$ cat config.mk
export PLATFORM = sky130hd
export DESIGN_NAME = track_tone_mixer_flat
export DESIGN_NICKNAME = d
export VERILOG_FILES = /design/src/rtl/piano_pkg.sv /design/src/rtl/track_tone_mixer_if.sv /design/src/rtl/track_tone_mixer_channel.sv /design/src/rtl/track_tone_mixer.sv /design/src/flat_wrapper.sv
export SDC_FILE = /design/constraint.sdc
export NUM_CORES = 1
export LEC_CHECK = 0
export BUFFER_PORTS_ARGS = -buffer_cell sky130_fd_sc_hd__clkbuf_2
export CAP_MARGIN = 5
export CORE_MARGIN = 5
export CORE_UTILIZATION = 60
export CTS_CLUSTER_SIZE = 30
export DETAILED_ROUTE_END_ITERATION = 8
export GPL_TIMING_DRIVEN = 0
export PLACE_DENSITY = 0.77
export RECOVER_POWER = 100
export REMOVE_ABC_BUFFERS = 1
export SLEW_MARGIN = 40
export SYNTH_ARGS = -nofsm -noshare
export SYNTH_HDL_FRONTEND = slang
export SYNTH_SLANG_ARGS = --single-unit
$ cat constraint.sdc
create_clock -name iFpgaClock -period 6.7 [get_ports iFpgaClock]
set_clock_uncertainty 0.05 [all_clocks]
set_input_delay 0.335 -clock iFpgaClock [delete_from_list [all_inputs] [get_ports iFpgaClock]]
set_output_delay 0.335 -clock iFpgaClock [all_outputs]
set_load 0.01 [all_outputs]
$ cat src/rtl/piano_pkg.sv
// Shared piano-path definitions: note/amplitude widths, note-code limits and the
// half-period table function used by the tone oscillators.
package piano_pkg;

   localparam int NOTE_W     = 6;
   localparam int AMP_W      = 4;
   localparam int CNT_W      = 20;
   localparam int ENV_W      = 21;
   localparam int LEVEL_W    = 6;
   localparam int PWM_W      = 6;
   localparam int NUM_TRACKS = 4;

   typedef logic [NOTE_W-1:0] note_t;
   typedef logic [AMP_W-1:0]  amp_t;

   localparam note_t NOTE_REST = 6'd0;
   localparam note_t NOTE_MAX  = 6'd48;
   localparam amp_t  AMP_FULL  = 4'd15;

   // What a channel does with its counter and phase in a given cycle
   typedef enum logic [1:0] {
      EV_COUNT,
      EV_WRAP,
      EV_RESTART,
      EV_SILENT
   } ch_event_e;

   function automatic logic is_playable(input note_t n);
      return (n != NOTE_REST) && (n <= NOTE_MAX);
   endfunction

   // Evaluated at elaboration only: round(clk / (2 * f(n))), f(1) = C3.
   function automatic logic [CNT_W-1:0] half_period(input int unsigned n,
                                                    input int unsigned clk_hz);
      real f;
      if (n == 0 || n > int'(NOTE_MAX)) return '0;
      f = 130.8128 * (2.0 ** ((real'(n) - 1.0) / 12.0));
      return CNT_W'($rtoi(real'(clk_hz) / (2.0 * f) + 0.5));
   endfunction

endpackage

$ cat src/rtl/track_tone_mixer_if.sv
// Track-code inputs and speaker/busy outputs of the tone mixer; the track
// manager side drives the master modport, the mixer uses the slave modport.
interface track_tone_mixer_if;

   piano_pkg::note_t iTrack0;
   piano_pkg::note_t iTrack1;
   piano_pkg::note_t iTrack2;
   piano_pkg::note_t iTrack3;
   logic             oFpgaSpeaker;
   logic             oBusy;

   modport master (
      output iTrack0, iTrack1, iTrack2, iTrack3,
      input  oFpgaSpeaker, oBusy
   );

   modport slave (
      input  iTrack0, iTrack1, iTrack2, iTrack3,
      output oFpgaSpeaker, oBusy
   );

endinterface

$ cat src/rtl/track_tone_mixer_channel.sv
// One square-wave voice: note register, change detect, half-period counter and
// phase. Decaying amplitude envelope is built only with PIANO_ENVELOPE_EN.
module tone_channel
   import piano_pkg::*;
#(
   parameter int unsigned CLK_HZ          = 100_000_000,
   parameter int unsigned ENV_STEP_CYCLES = 1_562_500
) (
   input  logic  clk,
   input  logic  rst_n,
   input  note_t note_in,
   output logic  phase,
   output amp_t  amp,
   output logic  playable
);

   note_t             note_q, note_d;
   logic [CNT_W-1:0]  cnt_q, cnt_d;
   logic              phase_q, phase_d;
   logic              note_change;
   logic              note_live;
   ch_event_e         ev;

   logic [CNT_W-1:0]  half_tbl [2**NOTE_W];

   genvar gi;
   generate
      for (gi = 0; gi < 2**NOTE_W; gi++) begin : g_tbl
         localparam logic [CNT_W-1:0] HALF = half_period(gi, CLK_HZ);
         assign half_tbl[gi] = HALF;
      end
   endgenerate

   assign note_change = (note_in != note_q);
   assign note_live   = is_playable(note_q);

   // A code change outranks a wrap, so a new note always starts from phase 0
   always_comb begin
      ev = EV_COUNT;
      if (note_change)
         ev = EV_RESTART;
      else if (!note_live)
         ev = EV_SILENT;
      else if (cnt_q == half_tbl[note_q] - CNT_W'(1))
         ev = EV_WRAP;

      note_d  = note_in;
      cnt_d   = cnt_q + CNT_W'(1);
      phase_d = phase_q;
      case (ev)
         EV_RESTART, EV_SILENT: begin
            cnt_d   = '0;
            phase_d = 1'b0;
         end
         EV_WRAP: begin
            cnt_d   = '0;
            phase_d = ~phase_q;
         end
         default: ;
      endcase
   end

   always_ff @(posedge clk or negedge rst_n) begin
      if (!rst_n) begin
         note_q  <= NOTE_REST;
         cnt_q   <= '0;
         phase_q <= 1'b0;
      end else begin
         note_q  <= note_d;
         cnt_q   <= cnt_d;
         phase_q <= phase_d;
      end
   end

`ifdef PIANO_ENVELOPE_EN
   logic [ENV_W-1:0] env_q, env_d;
   amp_t             amp_q, amp_d;
   logic             env_tick;

   assign env_tick = (env_q == ENV_W'(ENV_STEP_CYCLES - 1));

   always_comb begin
      env_d = env_q;
      amp_d = amp_q;
      if (note_change) begin
         env_d = '0;
         amp_d = is_playable(note_in) ? AMP_FULL : amp_t'(0);
      end else if (note_live) begin
         if (env_tick) begin
            env_d = '0;
            amp_d = (amp_q != '0) ? amp_q - amp_t'(1) : amp_t'(0);
         end else begin
            env_d = env_q + ENV_W'(1);
         end
      end
   end

   always_ff @(posedge clk or negedge rst_n) begin
      if (!rst_n) begin
         env_q <= '0;
         amp_q <= '0;
      end else begin
         env_q <= env_d;
         amp_q <= amp_d;
      end
   end

   assign amp = amp_q;
`else
   assign amp = note_live ? AMP_FULL : amp_t'(0);
`endif

   assign phase    = phase_q;
   assign playable = note_live;

endmodule

$ cat src/rtl/track_tone_mixer.sv
// Four-voice square-wave mixer driving a 64-step PWM speaker pin.
// Optional per-voice decay envelope: define PIANO_ENVELOPE_EN.
module track_tone_mixer
   import piano_pkg::*;
#(
   parameter int unsigned CLK_HZ          = 100_000_000,
   parameter int unsigned ENV_STEP_CYCLES = 1_562_500
) (
   input  logic                iFpgaClock,
   input  logic                iFpgaResetN,
   track_tone_mixer_if.slave   bus
);

   note_t                  track_in [NUM_TRACKS];
   logic [NUM_TRACKS-1:0]  phase_vec;
   logic [NUM_TRACKS-1:0]  live_vec;
   amp_t                   amp_vec  [NUM_TRACKS];

   logic [LEVEL_W-1:0]     level;
   logic [PWM_W-1:0]       pwm_q, pwm_d;
   logic                   spk_q, spk_d;
   logic                   busy_q, busy_d;

   assign track_in[0] = bus.iTrack0;
   assign track_in[1] = bus.iTrack1;
   assign track_in[2] = bus.iTrack2;
   assign track_in[3] = bus.iTrack3;

   genvar gi;
   generate
      for (gi = 0; gi < NUM_TRACKS; gi++) begin : g_ch
         tone_channel #(
            .CLK_HZ          (CLK_HZ),
            .ENV_STEP_CYCLES (ENV_STEP_CYCLES)
         ) u_ch (
            .clk      (iFpgaClock),
            .rst_n    (iFpgaResetN),
            .note_in  (track_in[gi]),
            .phase    (phase_vec[gi]),
            .amp      (amp_vec[gi]),
            .playable (live_vec[gi])
         );
      end
   endgenerate

   // Four 4-bit amplitudes sum to at most 60, which fits the 6-bit carrier range
   always_comb begin
      level = '0;
      for (int k = 0; k < NUM_TRACKS; k++)
         level = level + (phase_vec[k] ? LEVEL_W'(amp_vec[k]) : LEVEL_W'(0));
   end

   always_comb begin
      pwm_d  = pwm_q + PWM_W'(1);
      spk_d  = (pwm_q < level);
      busy_d = |live_vec;
   end

   always_ff @(posedge iFpgaClock or negedge iFpgaResetN) begin
      if (!iFpgaResetN) begin
         pwm_q  <= '0;
         spk_q  <= 1'b0;
         busy_q <= 1'b0;
      end else begin
         pwm_q  <= pwm_d;
         spk_q  <= spk_d;
         busy_q <= busy_d;
      end
   end

   assign bus.oFpgaSpeaker = spk_q;
   assign bus.oBusy        = busy_q;

endmodule

$ cat src/flat_wrapper.sv
// flat-port wrapper written by rule: the top's interface ports become plain ports
module track_tone_mixer_flat import piano_pkg::*;
#(
   parameter int unsigned CLK_HZ          = 100_000_000,
   parameter int unsigned ENV_STEP_CYCLES = 1_562_500
)
  (iFpgaClock, iFpgaResetN, bus_iTrack0, bus_iTrack1, bus_iTrack2, bus_iTrack3, bus_oFpgaSpeaker, bus_oBusy);
  track_tone_mixer_if bus_i ();
  input  logic iFpgaClock;
  input  logic iFpgaResetN;
  input wire logic [$bits(bus_i.iTrack0)-1:0] bus_iTrack0;
  input wire logic [$bits(bus_i.iTrack1)-1:0] bus_iTrack1;
  input wire logic [$bits(bus_i.iTrack2)-1:0] bus_iTrack2;
  input wire logic [$bits(bus_i.iTrack3)-1:0] bus_iTrack3;
  output wire logic [$bits(bus_i.oFpgaSpeaker)-1:0] bus_oFpgaSpeaker;
  output wire logic [$bits(bus_i.oBusy)-1:0] bus_oBusy;
  assign bus_i.iTrack0 = bus_iTrack0;
  assign bus_i.iTrack1 = bus_iTrack1;
  assign bus_i.iTrack2 = bus_iTrack2;
  assign bus_i.iTrack3 = bus_iTrack3;
  assign bus_oFpgaSpeaker = bus_i.oFpgaSpeaker;
  assign bus_oBusy = bus_i.oBusy;
  track_tone_mixer #(.CLK_HZ(CLK_HZ), .ENV_STEP_CYCLES(ENV_STEP_CYCLES)) u_core (.iFpgaClock(iFpgaClock), .iFpgaResetN(iFpgaResetN), .bus(bus_i));
endmodule
---- Word-level counts from Yosys, hierarchy flattened ----
Memories as Yosys holds them, arrays and structs flattened.
Index checks and enable logic that the tools add are counted.
word-level totals
  register bits after elaboration ......... 116
  latch bits .............................. 0
  memory bits (writable) .................. 0
  memory bits (read-only) ................. 5,120
  input bits .............................. 26
  output and inout bits ................... 2
  logic and storage cells ................. 125
  memories ................................ 4
memory list
  memory            words  bits a word  rd ports  clocked after memory_dff  write ports  line                            text
  (name not given)  64     20           1         0                         0            track_tone_mixer_channel.sv:44  else if (cnt_q == half_tbl[note_q] - CNT_W'(1))
  (name not given)  64     20           1         0                         0            track_tone_mixer_channel.sv:44
  (name not given)  64     20           1         0                         0            track_tone_mixer_channel.sv:44
  (name not given)  64     20           1         0                         0            track_tone_mixer_channel.sv:44
cells by class
  add/subtract/negate cells ............... 12
  $mul .................................... 0
  div/mod/pow operators ................... 0
  magnitude comparators ................... 9
  equal/unequal tests ..................... 20
  shift-type cells ........................ 0
  multiplexer cells ....................... 36
  bitwise operators ....................... 8
  reduce and logical (&&, ||, !) cells .... 21
operator list
  operator                                                               number
  20-bit 2-to-1 mux                                                      12
  20-bit by 1-bit adder with 20-bit output, second input constant        4
  20-bit equality test                                                   4
  20-bit by 1-bit subtractor with 20-bit output, second input constant   4
  4-bit 2-to-1 mux                                                       8
  7-bit greater-or-equal comparator, second input constant               4
  6-bit NOT with 7-bit output                                            4
  6-bit <= comparator, second input constant                             4
  6-bit inequality test                                                  4
  6-bit nonzero test                                                     4
  6-bit adder                                                            3
  2-bit equality test, second input constant                             8
  2-bit 2-to-1 mux                                                       8
  3-bit OR reduction                                                     4
  2-bit by 1-bit equality test with 1-bit output, second input constant  4
  1-bit case mux with 2 select lines                                     4
  2-bit nonzero test                                                     4
  2-bit OR reduction                                                     4
  6-bit by 1-bit adder with 6-bit output, second input constant          1
  6-bit less-than comparator                                             1
  1-bit logical AND                                                      4
  1-bit 2-to-1 mux                                                       4
  1-bit NOT                                                              4
  4-bit OR reduction                                                     1

---- Logic depth before layout (Yosys ltp) ----
Gate-level depths: netlist of the first run.
  word-level depth ........................ 12
  depth in mapped cells ................... 23
  mapped depth without buffers ............ 20

---- By module ----
From an unflattened synthesis of the first run, not the netlist that was laid out.
unflattened totals
  cells, all modules ...................... 1,981
  area, all modules ....................... 15,981.6 um^2
modules (own cells, without submodules)
  module                              instances  cells each  area an instance (um^2)  seq. area each (um^2)
  tone_channel (u_core.g_ch[2].u_ch)  1          463         3,826.2                  675.6
  tone_channel (u_core.g_ch[3].u_ch)  1          466         3,807.4                  675.6
  tone_channel (u_core.g_ch[0].u_ch)  1          496         3,782.4                  675.6
  tone_channel (u_core.g_ch[1].u_ch)  1          478         3,782.4                  675.6
  track_tone_mixer                    1          78          783.3                    200.2

---- Worst setup path before layout of the first run ----
No wires, ideal clock.
  path type ............................... register to register
  start point ............................. reg u_core.g_ch[0].u_ch.note_q[1]
  end point ............................... reg u_core.g_ch[0].u_ch.cnt_q[10]
  setup time .............................. 0.119 ns
  arrival time ............................ 4.742 ns
  data required time ...................... 6.531 ns
  path slack .............................. 1.789 ns
  stages on the path, launching flop included .. 21
  path buffers ............................ 5
  period minus slack after synthesis ...... 4.911 ns
  cell sequence ........................... dfrtp_1 -> clkbuf_1 -> clkbuf_1 -> inv_1 -> ha_1 -> nor2b_1 -> o311ai_0 -> a211oi_1 -> ha_1 -> buf_1 -> nand3_1 -> or4b_1 -> clkbuf_1 -> xnor2_1 -> nand2_1 -> mux2_2 -> a2111o_1 -> a2111oi_4 -> or2_2 -> buf_6 -> nor2_2
on the way
  word-level cells in the longest chain between the ends .. 12
  elaborated cells on any way between the ends .. 18
  those cells by class .................... add/sub (1); order compare (1); eq/ne (5); mux (6); bitwise (1); reduce/logical (3); memory (1)
RTL lines
  element                                                                                line                            text
  from (decl)                                                                            track_tone_mixer_channel.sv:17  note_t note_q, note_d;
  from (signal assigned)                                                                 track_tone_mixer_channel.sv:69  note_q <= note_d;
  6-bit NOT with 7-bit output (implied by the code)                                      track_tone_mixer_channel.sv:44
  memory read 64 x 20 bit                                                                --
  20-bit 2-to-1 mux (implied by the code) (2 in a row)                                   track_tone_mixer_channel.sv:44
  20-bit by 1-bit subtractor with 20-bit output                                          track_tone_mixer_channel.sv:44
  20-bit equality test                                                                   track_tone_mixer_channel.sv:44
  1-bit 2-to-1 mux                                                                       track_tone_mixer_channel.sv:44
  2-bit 2-to-1 mux                                                                       track_tone_mixer_channel.sv:42  else if (!note_live)
  2-bit 2-to-1 mux (*)                                                                   track_tone_mixer_channel.sv:40  if (note_change)
  2-bit by 1-bit equality test with 1-bit output or 2-bit equality test (tied branches)  track_tone_mixer_channel.sv:50  case (ev)
  3-bit OR reduction (no line) (*)                                                       --
  20-bit 2-to-1 mux (*)                                                                  track_tone_mixer_channel.sv:50
  via u_core.g_ch[0].u_ch.cnt_d[10]                                                      track_tone_mixer_channel.sv:18  logic [CNT_W-1:0] cnt_q, cnt_d;
  to (signal assigned)                                                                   track_tone_mixer_channel.sv:70  cnt_q <= cnt_d;
  to (decl)                                                                              track_tone_mixer_channel.sv:18
The timed path passes the listed nets; every way through them passes the cells marked *. The select of a mux whose other input is x is not followed.
A chain may end at the register's enable or synchronous reset.

---- Worst setup path in the final report of the first run ----
  start point ............................. reg u_core.g_ch[1].u_ch.note_q[0]
  end point ............................... reg u_core.g_ch[1].u_ch.cnt_q[15]
on the way
  word-level cells in the longest chain between the ends .. 12
  elaborated cells on any way between the ends .. 18
  those cells by class .................... add/sub (1); order compare (1); eq/ne (5); mux (6); bitwise (1); reduce/logical (3); memory (1)
RTL lines
  element                                                                                line
  from (decl)                                                                            track_tone_mixer_channel.sv:17
  from (signal assigned)                                                                 track_tone_mixer_channel.sv:69
  6-bit NOT with 7-bit output (implied by the code)                                      track_tone_mixer_channel.sv:44
  memory read 64 x 20 bit                                                                --
  20-bit 2-to-1 mux (implied by the code) (2 in a row)                                   track_tone_mixer_channel.sv:44
  20-bit by 1-bit subtractor with 20-bit output                                          track_tone_mixer_channel.sv:44
  20-bit equality test                                                                   track_tone_mixer_channel.sv:44
  1-bit 2-to-1 mux                                                                       track_tone_mixer_channel.sv:44
  2-bit 2-to-1 mux                                                                       track_tone_mixer_channel.sv:42
  2-bit 2-to-1 mux (*)                                                                   track_tone_mixer_channel.sv:40
  2-bit by 1-bit equality test with 1-bit output or 2-bit equality test (tied branches)  track_tone_mixer_channel.sv:50
  3-bit OR reduction (no line) (*)                                                       --
  20-bit 2-to-1 mux (*)                                                                  track_tone_mixer_channel.sv:50
  via u_core.g_ch[1].u_ch.cnt_d[15]                                                      track_tone_mixer_channel.sv:18
  to (signal assigned)                                                                   track_tone_mixer_channel.sv:70
  to (decl)                                                                              track_tone_mixer_channel.sv:18
Marked as above.

==> results of run 1 <==
[path summary, 6_finish.rpt]
path / start / to / slack [ps]
max in group asynchronous: iFpgaResetN / u_core.g_ch[3].u_ch.note_q[2] / 2860
worst min-delay path: bus_iTrack2[5] / u_core.g_ch[2].u_ch.note_q[5] / 30
worst max register to register: u_core.g_ch[1].u_ch.note_q[0] / u_core.g_ch[1].u_ch.cnt_q[15] / 670
worst min register to register: u_core.pwm_q[5] / u_core.pwm_q[5] / 430
min in group asynchronous: iFpgaResetN / u_core.g_ch[3].u_ch.note_q[3] / 1480
worst max-delay path: u_core.g_ch[1].u_ch.note_q[0] / u_core.g_ch[1].u_ch.cnt_q[15] / 670
[layout make-up]
type	instances	area [um^2]
clock buffers	26	479
clock inverters	6	80.1
well taps	324	405
inverters	59	221
repair buffers	56	450
multi-input cells	1602	11100
fillers	2122	8760
flip-flops and latches	116	2940
[cell usage after synthesis (9+ instances only)]
cell       number  area share (%)
buf_2          48             1.6
a221oi_1        9            0.53
mux2i_1        31             2.1
xor2_1         93             5.4
nand4_1        28             1.2
and4_1         12            0.70
o211ai_1       16            0.80
and3_1         39             1.6
mux2_2         18             1.4
nor3_1         40             1.3
buf_6          13            0.98
inv_1          53             1.3
nand3_1        72             2.4
nor3b_1        18            0.90
nor4b_1        12            0.70
o311ai_0       11            0.64
a21oi_1        69             2.3
ha_1           74             6.2
a32oi_1        13            0.76
or2_2          25             1.0
buf_4          18            0.90
o22ai_1        10            0.42
o2111ai_1       9            0.53
nor2_1        199             5.0
nor2b_1        58             2.4
nor4_1         26             1.1
dfrtp_1       116              19
or3_1          13            0.54
and2_1         33             1.4
nand2b_1       63             2.6
o21ai_0        82             2.7
a21o_1         16            0.80
clkbuf_1       51             1.3
nand4b_1        9            0.53
a211oi_1       24             1.2
xnor2_1        94             5.5
nor2_2         10            0.42
o21a_1          9            0.45
nand2_1       109             2.7
a311oi_1       12            0.70
a31oi_1        31             1.3
a211o_1        11            0.64
o221ai_1       12            0.70
or4_1          14            0.70
[cells by family (layout without fill, tap and decap cells)]
group / after synthesis / in the layout / synth area share, %
AND/OR/NAND/NOR: 824 / 824 / 30.0
AO/OA/AOI/OAI: 457 / 457 / 22.4
adder cells (fa/ha/maj): 80 / 80 / 6.84
buffers and inverters: 195 / 147 / 6.38
flip-flops: 116 / 116 / 19.3
XOR/XNOR: 187 / 187 / 10.9
multiplexers: 54 / 54 / 4.17
[through the flow]
step,instance area (um^2),power (W),utilization [%]
after detailed placement,15000,0.00147,61.2
after global placement,14800,0.00145,60.6
after global routing,15700,0.00250,64.2
after floorplan,14300,0.00128,-
final,15700,0.00238,64.2
after CTS,15800,0.00238,64.4
[sequential cells by signal, indices dropped and copies added (netlist names)]
register,cells
u_core.g_ch.u_ch.cnt_q,80
u_core.g_ch.u_ch.note_q,24
u_core.pwm_q,6
u_core.g_ch.u_ch.phase,4
u_core.bus.oBusy,1
u_core.bus.oFpgaSpeaker,1
[layer usage]
layer	GRT usage [%]	up-vias	part of all wire (%)
met5	0	-	0
met4	10.3	0	2.7
met3	4.24	82	7.2
met2	45.6	678	46
met1	40.0	6940	44
li1	-	6903	-
[worst max-delay path, stage by stage (launching register included)]
cell and delay, ps:
dfrtp_1 910, inv_1 280, ha_1 470, or2_2 390
and4_1 210, a2111oi_0 730, o211ai_1 340, or4_1 730
nor4_1 280, a311oi_1 170, nor4_1 330, o2111a_1 290
or2_1 570, nor2_1 130
[power by group through the flow]
| stage | registers, W | logic [W] | clock network [W] |
|---|---|---|---|
| final | 0.000781 | 0.000709 | 0.000893 |
| after global routing | 0.000784 | 0.000776 | 0.000936 |
| after CTS | 0.000778 | 0.000697 | 0.000902 |
| after detailed placement | 0.000790 | 0.000682 | 0 |
| after global placement | 0.000801 | 0.000653 | 0 |
| after floorplan | 0.000776 | 0.000501 | 0 |
[cells in the final DEF, fill, tap and decap left out, drive strengths merged, types with 31 or more instances in the layout]
master	instances
inv	54
xor2	93
mux2i	31
nor2b	58
and3	39
nand2b	64
nor2	209
ha	74
dfrtp	116
and2	33
o21ai	83
nor3	41
xnor2	94
a31oi	31
a21oi	69
clkbuf	53
nand2	111
nand3	72
==> impl_metrics.py, run 1 <==
metrics = {
    "worst_hold_path": {
        "min-delay-path-class": "primary input to register",
        "min_path_cells": 1,
    },
    "yosys": {
        "synth_ff_type": "dfrtp_1",
        "yosysUniqueCellTypes": 102,
        "ys_seq_area_share_pct": 19.3,
        "synth_seq_cells": 116,
        "synth.avg_cell_area_um2": 7.85,
        "yosys_warnings": 0,
        "netlist_area_mm2": 0.0150,
        "synth_cells": 1913,
        "async_flop_share_pct": 100,
        "synth_edf_count": 0,
    },
    "grt": {
        "track_usage_pct": 28.7,
        "grt_pass1_wl_mm": 69.0,
        "antenna_found_initial": 0,
        "grt_max_degree": 68,
        "overflow": 0,
        "grt_pass1_vias": 13600,
    },
    "floorplan": {
        "die_y_um": 168,
        "rows": 57,
        "start_util_pct": 61.4,
        "chipWidth_um": 168,
        "ioPinCount": 28,
        "core_area_mm2": 0.0245,
        "dieArea_mm2": 0.0283,
    },
    "power": {
        "p_comb_share_pct": 29.8,
        "p_seq_share_pct": 32.8,
        "power_density_mw_per_mm2": 152,
        "swShare_pct": 34.3,
        "internal-power_w": 0.00157,
        "clkPwrFrac_pct": 37.5,
        "p_sw_w": 0.000817,
        "irDropWorstVdd_v": 0.000120,
        "p_leak_nw": 6.05,
    },
    "critical_path": {
        "worstPathArrival_ps": 6240,
        "critPathKind": "register to register",
        "critPathMaxFanout": 22,
        "end_kind": "register",
        "r2r_cells": 13,
        "start_kind": "register",
        "critical_path_required_ps": 6910,
    },
    "clock_network": {
        "clock_latency_ps": 420,
        "cts_made_buffers": 17,
        "htree_levels": 4,
        "post_cts_buffers": 0,
        "cts_sinks": 116,
        "cts_buffer_depth": 2,
        "clkTransAtPathRegs_ps": 50,
        "hold_buffers": 22,
        "root_buffer": "clkbuf_16",
        "cts_resized": 0,
        "cts_tree": "built",
    },
    "finish": {
        "syn_to_final_growth_pct": 4.58,
        "num_antenna_cells": 0,
        "stdcell_count": 2189,
        "drive_gt1_share_pct": 7.35,
        "num-nets-final": 1956,
    },
    "job": {
        "drv_cap": 1,
    },
    "sta": {
        "setup_viol": 0,
        "slew-limit-headroom_pct": -112,
        "hold_viol_final": 0,
        "layout_setup_ws_ps": 671,
        "setup_tns_ps": 0,
        "slew_violations": 57,
        "rsz0062_at_grt": "no",
        "tightest_slew_ps": 3190,
        "fmax_mhz": 166,
        "post-route-period-util_pct": 90.0,
        "holdWs_ps": 27.1,
        "period_minus_slack_ps": 6030,
    },
    "drt": {
        "dr.first_iter.drc_count": 1660,
        "vias": 14600,
        "drc": 0,
        "post_drt_wl_per_cell_um": 19.1,
        "drt_first_pass_iters": 6,
        "vias_per_cell": 6.67,
        "drtAntennaViolNets": 0,
        "wl_mm": 41.9,
    },
    "place": {
        "dp_hpwl_mm": 29.1,
        "dp.cells": 2134,
        "io_buffers": 27,
        "post-place-ws_ps": 867,
        "place_congestion": 0.977,
    },
    "run_status": {
        "status": "finished, violations left",
        "failed_checks": "capacitance limit, slew limit",
    },
}
No activity file was read; power rests on OpenSTA's default activity.
==> run 2, diff against run 1 <==
CORE_ASPECT_RATIO = 1.2   (was not set)
GPL_TIMING_DRIVEN = not set   (was 0)
==> run 2 against run 1 <==
The flow still finishes with violations (capacitance limit, slew limit). Count of clock-buffer cells in the layout down 9. First-iteration DRC count down 30%. Die area about the same. Wire length up 1.4%. Clock power up 8.0%. Largest cell class unchanged.
==> impl_metrics.py, run 2 (synthesis results as in run 1) <==
metrics = {
    "drt": {
        "post_drt_wl_per_cell_um": 19.2,
        "drt_first_pass_iters": 5,
        "wl_mm": 42.5,
        "dr.first_iter.drc_count": 1168,
        "vias": 14900,
        "vias_per_cell": 6.73,
        "drtAntennaViolNets": 0,
        "drc": 0,
    },
    "critical_path": {
        "rrSetupSlack_ps": 1080,
        "worstPathCellList": "clkbuf_1 > inv_1 > ha_1 > nor2b_1 > o311ai_0 > a211oi_1 > ha_1 > nand3_1 > or4b_1 > xnor2_1 > nand2_1 > mux2_2 > a2111o_1 > a2111oi_4 > or2_2 > nor2_1",
        "r2r_end": "u_core.g_ch[0].u_ch.cnt_q[12]",
        "end_kind": "register",
        "critPathMaxFanout": 20,
        "cpLargestDelayFamily": "simple AND/OR/NAND/NOR gates",
        "startpoint": "u_core.g_ch[0].u_ch.note_q[0]",
        "crit_buf_inv": 2,
        "r2r_start": "u_core.g_ch[0].u_ch.note_q[0]",
        "start_kind": "register",
        "worstPathArrival_ps": 5850,
        "slowest_delay_ps": 610,
        "crit_top_cell": "ha_1",
        "r2r_cells": 16,
        "critical_path_required_ps": 6930,
        "cp_slowest_cell": "or4b_1",
        "critPathKind": "register to register",
    },
    "run_status": {
        "status": "finished, violations left",
        "failed_checks": "capacitance limit, slew limit",
    },
    "clock_network": {
        "htree_levels": 4,
        "clkTransAtPathRegs_ps": 60,
        "clock_latency_ps": 420,
        "cts_made_buffers": 17,
        "root_buffer": "clkbuf_16",
        "cts_tree": "built",
        "cts_sinks": 116,
        "cts_buffer_depth": 2,
        "post_cts_buffers": 0,
    },
    "grt": {
        "antenna_found_initial": 0,
        "overflow": 0,
        "grt_pass1_wl_mm": 69.7,
        "grt_max_degree": 70,
        "track_usage_pct": 29.1,
        "grt_pass1_vias": 13900,
    },
    "power": {
        "power_density_mw_per_mm2": 156,
        "p_leak_nw": 6.15,
        "swShare_pct": 34.9,
        "p_sw_w": 0.000859,
        "irDropWorstVdd_v": 0.000167,
        "clkPwrFrac_pct": 39.2,
        "p_seq_share_pct": 29.9,
        "internal-power_w": 0.00160,
        "p_comb_share_pct": 30.9,
        "power.total_w": 0.00246,
    },
    "floorplan": {
        "core_area_mm2": 0.0247,
        "ioPinCount": 28,
        "rows": 63,
        "start_util_pct": 60.8,
        "die_y_um": 183,
        "dieArea_mm2": 0.0283,
        "chipWidth_um": 154,
    },
    "sta": {
        "setup_tns_ps": 0,
        "period_minus_slack_ps": 5620,
        "tightest_slew_ps": 2600,
        "slew-limit-headroom_pct": -73.1,
        "post-route-period-util_pct": 83.9,
        "setup_viol": 0,
        "layout_setup_ws_ps": 1080,
        "rsz0062_at_grt": "no",
        "hold_viol_final": 0,
        "slew_violations": 119,
        "fmax_mhz": 178,
    },
    "place": {
        "io_buffers": 27,
        "post-place-ws_ps": 1560,
        "place_congestion": 1.03,
        "dp_hpwl_mm": 30.0,
    },
    "job": {
        "drv_cap": 2,
    },
    "worst_hold_path": {
        "min_path_cells": 1,
        "min-delay-path-class": "primary input to register",
        "worstHoldEndpoint": "u_core.g_ch[0].u_ch.note_q[4]",
        "worstHoldStart": "bus_iTrack0[4]",
    },
    "finish": {
        "layout_commonest_cell": "nor2_1",
        "regMostFlops": "u_core.g_ch.u_ch.cnt_q",
        "largestRegisters": "u_core.g_ch.u_ch.cnt_q (80), u_core.g_ch.u_ch.note_q (24), u_core.pwm_q (6)",
        "syn_to_final_growth_pct": 5.29,
        "num-nets-final": 1975,
        "largest_reg_flops": 80,
        "layout_common_cells": "nor2_1, nand2_1, dfrtp_1, xnor2_1, xor2_1",
        "drive_gt1_share_pct": 8.23,
        "num_antenna_cells": 0,
    },
}
==> run 2: worst reg2reg max path, delay by kind of cell, from the launching register on <==
kind,cells,cell delay (ps)
AO/OA/AOI/OAI,4,1280
XOR/XNOR,1,210
adder cells (fa/ha/maj),2,900
buffers and inverters,2,820
flip-flops,1,320
multiplexers,1,250
AND/OR/NAND/NOR,6,1650
==> run 2: worst max-delay path by stage <==
stage	slack (ps)	endpoint	cells past startpoint
global placement	1600	u_core.g_ch[0].u_ch.cnt_q[11]	16
detailed placement	1560	u_core.g_ch[1].u_ch.cnt_q[3]	13
finish	1080	u_core.g_ch[0].u_ch.cnt_q[12]	16
global route	670	u_core.g_ch[1].u_ch.cnt_q[18]	13
CTS	1480	u_core.g_ch[1].u_ch.cnt_q[3]	13
floorplan	1180	u_core.g_ch[0].u_ch.cnt_q[11]	15
==> run 2: power by group through the flow <==
stage / clock [W] / sequential [W] / combinational (W)
after detailed placement: 0 / 0.000747 / 0.000728
after global placement: 0 / 0.000746 / 0.000720
final: 0.000964 / 0.000735 / 0.000759
after CTS: 0.000981 / 0.000734 / 0.000743
after global routing: 0.00102 / 0.000737 / 0.000823
after floorplan: 0 / 0.000776 / 0.000501
==> run 2: timing repair <==
action                                 in CTS  in global routing
hold buffers                               22                  0
resized for setup                           0                  0
endpoints found under the hold margin      68                  0
==> run 2: per-layer routing <==
layer / vias up / GRT usage, % / wire length (um)
met3: 171 / 3.54 / 3000
met4: 0 / 14.5 / 2070
li1: 6931 / - / -
met5: - / 0 / 0
met2: 755 / 47.8 / 19900
met1: 7018 / 37.8 / 17500
==> run 2: cell type report <==
| class | count | area, um^2 |
|---|---|---|
| clock buffers | 17 | 425 |
| clock inverters | 15 | 194 |
| fillers | 2201 | 8870 |
| multi-input cells | 1602 | 11100 |
| flip-flops and latches | 116 | 2910 |
| inverters | 59 | 221 |
| well taps | 325 | 407 |
| repair buffers | 75 | 504 |
==> run 2: metrics by stage <==
stage / utilization [%] / std cells / instance area [um^2] / hold slack [ps]
after floorplan: - / 1777 / 14300 / -10.6
after global placement: 60.8 / 2153 / 15000 / 332
after detailed placement: 60.9 / 2155 / 15000 / 339
after CTS: 64.3 / 2209 / 15900 / 0.314
after global routing: 64.1 / 2209 / 15800 / 14.2
final: 64.1 / 2209 / 15800 / 20.3
